**src/rtl/boa_pmu_pkg.sv**
```systemverilog
// Shared types and constants for the boa_pmu power-management unit.
package boa_pmu_pkg;

  typedef enum logic [1:0] {
    ST_IDLE  = 2'd0,
    ST_COUNT = 2'd1,
    ST_RESET = 2'd2,
    ST_SHDN  = 2'd3
  } state_e;

  typedef enum logic [1:0] {
    CMD_ABORT = 2'd0,
    CMD_RESET = 2'd1,
    CMD_SHDN  = 2'd2,
    CMD_WDT   = 2'd3
  } cmd_e;

  localparam logic [2:0] ADDR_CTRL     = 3'd0;
  localparam logic [2:0] ADDR_DELAY    = 3'd1;
  localparam logic [2:0] ADDR_STATUS   = 3'd2;
  localparam logic [2:0] ADDR_WDT_LOAD = 3'd3;
  localparam logic [2:0] ADDR_WDT_KICK = 3'd4;

  localparam int STAT_KEY_ERR   = 2;
  localparam int STAT_WDT_EN    = 3;
  localparam int STAT_WDT_FIRED = 4;

  localparam logic [15:0] KEY_DEFAULT = 16'h5AFE;

endpackage

```
**src/rtl/boa_pmu_wdt.sv**
```systemverilog
// Watchdog counter: load arms and enables, kick reloads, expire when armed and at zero.
module boa_pmu_wdt (
  input  logic        clk,
  input  logic        rst,
  input  logic        load,
  input  logic        kick,
  input  logic        run,
  input  logic [31:0] load_val,
  output logic        en,
  output logic        expire
);

  logic [31:0] cnt;

  // Counter saturates at zero; expiry stays asserted until rst.
  always_ff @(posedge clk or posedge rst) begin
    if (rst) begin
      en  <= 1'b0;
      cnt <= '0;
    end else begin
      if (load) begin
        en  <= 1'b1;
        cnt <= load_val;
      end else if (kick) begin
        cnt <= load_val;
      end else if (en && run && cnt != '0) begin
        cnt <= cnt - 32'd1;
      end
    end
  end

  assign expire = en && (cnt == '0);

endmodule

```
**src/rtl/boa_pmu.sv**
```systemverilog
// PMU bus driver: keyed register file that requests reset/power-off after a delay.
// Optional watchdog built when BOA_PMU_WDT_EN is defined.
import boa_pmu_pkg::*;

module boa_pmu #(
  parameter logic [15:0] KEY     = KEY_DEFAULT,
  parameter int          DELAY_W = 16
) (
  input  logic        clk,
  input  logic        rst,
  input  logic        we,
  input  logic        re,
  input  logic [2:0]  addr,
  input  logic [31:0] wdata,
  output logic [31:0] rdata,
  output logic        ready,
  output logic        pmu_rst,
  output logic        pmu_shdn
);

  state_e               state;
  logic [DELAY_W-1:0]   cnt;
  logic [DELAY_W-1:0]   delay;
  logic                 pend_shdn;
  logic                 key_err;
  logic                 wdt_en;
  logic                 wdt_expire;
  logic                 wdt_fired;
  logic                 key_ok, ctrl_wr, kick_wr, cmd_valid, key_err_set, run;
  cmd_e                 cmd;
  logic [31:0]          status, delay_ext;

  assign ready   = 1'b1;
  assign key_ok  = (wdata[31:16] == KEY);
  assign ctrl_wr = we && (addr == ADDR_CTRL);
  assign kick_wr = we && (addr == ADDR_WDT_KICK);
  assign cmd     = cmd_e'(wdata[1:0]);
  assign run     = (state == ST_IDLE) || (state == ST_COUNT);

`ifdef BOA_PMU_WDT_EN
  logic [31:0] wdt_load;

  assign cmd_valid   = ctrl_wr && key_ok;
  assign key_err_set = (ctrl_wr || kick_wr) && !key_ok;

  always_ff @(posedge clk or posedge rst) begin
    if (rst) begin
      wdt_load  <= '0;
      wdt_fired <= 1'b0;
    end else begin
      if (we && addr == ADDR_WDT_LOAD) wdt_load <= wdata;
      if (wdt_expire && run) wdt_fired <= 1'b1;
    end
  end

  boa_pmu_wdt u_wdt (
    .clk      (clk),
    .rst      (rst),
    .load     (cmd_valid && cmd == CMD_WDT && run),
    .kick     (kick_wr && key_ok),
    .run      (run),
    .load_val (wdt_load),
    .en       (wdt_en),
    .expire   (wdt_expire)
  );
`else
  // Without the watchdog, command 11 is simply an invalid command.
  assign cmd_valid   = ctrl_wr && key_ok && (cmd != CMD_WDT);
  assign key_err_set = ctrl_wr && (!key_ok || cmd == CMD_WDT);
  assign wdt_en      = 1'b0;
  assign wdt_expire  = 1'b0;
  assign wdt_fired   = 1'b0;
`endif

  always_ff @(posedge clk or posedge rst) begin
    if (rst) begin
      state     <= ST_IDLE;
      cnt       <= '0;
      delay     <= '0;
      pend_shdn <= 1'b0;
      key_err   <= 1'b0;
      pmu_rst   <= 1'b0;
      pmu_shdn  <= 1'b0;
    end else begin
      pmu_rst  <= (state == ST_RESET);
      pmu_shdn <= (state == ST_SHDN);
      if (key_err_set) key_err <= 1'b1;
      if (we && addr == ADDR_DELAY) delay <= wdata[DELAY_W-1:0];
      // Watchdog expiry outranks any command arriving in the same cycle.
      case (state)
        ST_IDLE: begin
          if (wdt_expire) state <= ST_RESET;
          else if (cmd_valid && (cmd == CMD_RESET || cmd == CMD_SHDN)) begin
            state     <= ST_COUNT;
            cnt       <= delay;
            pend_shdn <= (cmd == CMD_SHDN);
          end
        end
        ST_COUNT: begin
          if (wdt_expire)                         state <= ST_RESET;
          else if (cmd_valid && cmd == CMD_ABORT) state <= ST_IDLE;
          else if (cnt == '0)                     state <= pend_shdn ? ST_SHDN : ST_RESET;
          else                                    cnt   <= cnt - 1'b1;
        end
        default: ;
      endcase
    end
  end

  always_comb begin
    delay_ext               = '0;
    delay_ext[DELAY_W-1:0]  = delay;
    status                  = '0;
    status[1:0]             = state;
    status[STAT_KEY_ERR]    = key_err;
    status[STAT_WDT_EN]     = wdt_en;
    status[STAT_WDT_FIRED]  = wdt_fired;
  end

  always_ff @(posedge clk or posedge rst) begin
    if (rst) rdata <= '0;
    else if (re) begin
      case (addr)
        ADDR_DELAY:    rdata <= delay_ext;
        ADDR_STATUS:   rdata <= status;
`ifdef BOA_PMU_WDT_EN
        ADDR_WDT_LOAD: rdata <= wdt_load;
`endif
        default:       rdata <= '0;
      endcase
    end
  end

endmodule

```
**config.mk**
```make
export PLATFORM = sky130hd
export DESIGN_NAME = boa_pmu
export DESIGN_NICKNAME = d
export VERILOG_FILES = /design/src/rtl/boa_pmu_pkg.sv /design/src/rtl/boa_pmu_wdt.sv /design/src/rtl/boa_pmu.sv
export SDC_FILE = /design/constraint.sdc
export NUM_CORES = 1
export LEC_CHECK = 0
export ABC_CLOCK_PERIOD_IN_PS = 1800
export CORE_MARGIN = 3
export CORE_UTILIZATION = 44
export DETAILED_ROUTE_END_ITERATION = 7
export GPL_TIMING_DRIVEN = 0
export PLACE_DENSITY = 0.76
export SLEW_MARGIN = 10
export SYNTH_ARGS = -nofsm -noshare
export SYNTH_HDL_FRONTEND = slang
export SYNTH_SLANG_ARGS = --single-unit
```
**constraint.sdc**
```tcl
create_clock -name clk -period 1.8 [get_ports clk]
set_input_delay 0.18 -clock clk [delete_from_list [all_inputs] [get_ports clk]]
set_output_delay 0.18 -clock clk [all_outputs]
set_load 0.005 [all_outputs]
```
==> flow_summary.toml <==
[run_status]
status = "finished with violations"
violations = "negative setup slack"

[clocking]
cts_tree = "built"
worstSkewPairLatency_ns = 0.31
cts_hold_buf = 0
path_clk_slew_ns = 0.10
clockBufferDepth = 2
root_buffer = "clkbuf_8"
cts_inserted_buffers = 5
clock-sinks = 54
cts_max_level = 2

[worst_setup_path]
crit_path_top_delay_cell = "dfrtp_1"
path_max_fanout = 4
worstSetupEndpointType = "flop"
cp_data_arrival_time_ns = 2.04
start_kind = "flop"
cp_common_cell = "o21ai_1"
path_cells = "nor4_4, buf_4, nand4_1, nor4_1, nor2_1, o21ai_1, o21ai_1"
critical_path_class = "flop to flop"
r2r_slack_ns = -0.04
critical-path-max-stage-delay_ns = 0.43
critPathRequiredTime_ns = 2.00

[drt]
drt_iter0_markers = 121
dr.pass1.iters = 4
wire_per_inst_um = 15.7
drc = 0
vias = 2467
ant_nets = 0
avgViaCountPerCell = 5.39
wl_mm = 7.18

[sta]
hold_viol = 0
skew_ns = 0.00923
setup_viol = 7
tightest_slew_ns = 0.548
fin_ws_ns = -0.0441
grt_setup_unrepaired = "true"
setup-tns-final_ns = -0.192
relSlewSlack = 0.634
period_minus_slack_ns = 1.84
fmax_mhz = 542
slew_violations = 0
fin_crit_sh = 1.02

[grt]
grt_overflow = 0
grt_max_degree = 31
antenna_found_initial = 0
grt_pass1_wl_mm = 11.1
grt_pass1_vias = 2313
track_usage = 0.189

[cells_and_area]
nNetsFinal = 426
finish.utilization = 0.652
drive_gt1_frac = 0.274
insertedDiodeCount = 0
area_growth_syn_to_layout_pct = 40.7

[worst_hold_path]
hold_path_class = "input pin to async pin"

[floorplan]
rows = 28
core_sq_um = 6030
die_x_um = 85.7
die_h_um = 85.7
pin_count = 74
initial_core_util = 0.463
dieArea_sq_um = 7340

[yosys]
syn_inst = 290
syn_area_per_cell_sq_um = 9.63
synth_warnings = 0
synth_cell_types = 43
synth-edff-count = 0
ys_ff_latch = 54
synthArstFlopShare = 1.00
syn_area_sq_um = 2790
ys.flop_type = "dfrtp_1"
ys_seq_area_frac = 0.484

[pwr]
ir_worst_vdd_uv = 493
leakagePower_nw = 1.66
power_density_nw_per_um2 = 662

[placed_design]
portBuffers = 56
dp_hpwl_mm = 4.95
gp_congestion = 0.848

[flow_run]
max-cap-violations = 0
metal layers:
layer	vias up	GRT usage	routed length, um
li1	1169	-	-
met1	1190	0.250	3070
met2	96	0.319	3560
met3	12	0.0336	449
met4	0	0.0518	104
met5	-	0	0
registers in the layout (all words and copies together), names as in the netlist:
register and flops:
pend_shdn 1, state 2, key_err 1, pmu_shdn 1
rdata 16, delay 16, cnt 16, pmu_rst 1
final timing paths:
kind,startpoint,endpoint,cells past startpoint
min,rst,rdata[8],2
min reg2reg,key_err,key_err,1
max reg2reg,cnt[5],cnt[15],7
max in group asynchronous,rst,cnt[3],3
min in group clk,wdata[0],delay[0],2
max,cnt[5],cnt[15],7
critical path: cells and delay by family (launching register included):
kind | cells | cell delay [ns]
flops | 1 | 0.43
simple gates | 4 | 0.90
buf+inv | 1 | 0.19
compound gates | 2 | 0.20
per-stage QoR:
| stage | total power, mW | area [sq um] | hold WS, ns | std cells | setup WS, ns |
|---|---|---|---|---|---|
| 6_report | 2.60 | 3930 | 0.227 | 458 | -0.0441 |
| 5_1_grt | 2.70 | 3930 | 0.292 | 458 | -0.183 |
| 4_1_cts | 2.59 | 3740 | 0.242 | 452 | 0.000960 |
| 3_5_place_dp | 1.79 | 3520 | 0.461 | 437 | -0.576 |
| 3_3_place_gp | 1.77 | 3500 | 0.450 | 436 | -0.691 |
| 2_1_floorplan | 1.59 | 2850 | 0.332 | 305 | 0.0856 |
final cells by class:
| class | instances | area (sq um) |
|---|---|---|
| plain buffers | 29 | 194 |
| clock buffers | 6 | 72.6 |
| clock inverters | 2 | 37.5 |
| fillers | 484 | 2100 |
| inverters | 18 | 67.6 |
| multi-input cells | 203 | 1420 |
| flip-flops and latches | 54 | 1350 |
| well taps | 75 | 93.8 |
| repair buffers | 71 | 693 |
kinds of logic after synthesis:
family / share of synthesized area
adders and majority gates: 0.0224
muxes: 0.0685
AOI/OAI and AO/OA: 0.152
other: 0.00269
buffers and inverters: 0.0945
and+or+nand+nor: 0.176
DFF: 0.484
cell usage after synthesis (all sizes together) (2+ instances only):
cell type	instances	area, sq um
a211oi	5	37.5
a21oi	18	90.1
a22oi	5	37.5
a31oi	3	18.8
and2	2	12.5
buf	21	159
clkbuf	10	37.5
conb	2	7.51
dfrtp	54	1350
ha	5	62.6
inv	18	67.6
mux2	17	191
nand2	20	75.1
nand2b	2	12.5
nand3	17	85.1
nand4	2	12.5
nand4b	2	17.5
nor2	23	86.3
nor2b	3	18.8
nor3	6	35.0
nor3b	2	15.0
nor4	6	52.6
nor4b	2	17.5
o211ai	4	30.0
o21ai	28	151
o22ai	3	18.8
or3	2	17.5
report_power, final:
| group | switching (mW) | internal, mW |
|---|---|---|
| Sequential | 0.0994 | 1.31 |
| Combinational | 0.136 | 0.231 |
| Clock | 0.404 | 0.416 |
what timing repair did:
action,CTS,global route
setup endpoints to repair,26,19
hold endpoints to repair,0,0
pin swaps,12,17
buffers inserted,6,6
gates resized for setup,22,42
cloned,2,1
cell usage in the layout (no fill, tap or decap), types with 3 or more instances in the layout:
cell and n:
dfrtp_1 53, clkdlybuf4s50_1 47, buf_4 28, nor2_1 21, o21ai_0 18, nand2_1 17
nand3_1 17, mux2_2 17, conb_1 17, inv_1 15, a21oi_1 12, dlygate4sd2_1 7
a21oi_2 6, buf_6 5, o21ai_1 5, a22oi_1 5, clkbuf_1 5, clkbuf_8 5
nor4_2 4, o21ai_2 4, a211oi_2 4, o211ai_1 4, ha_1 4, nor2b_1 3
nand2_2 3, clkbuf_2 3, a31oi_1 3, nor3_1 3, inv_2 3
(Power assumes the default switching activity.)
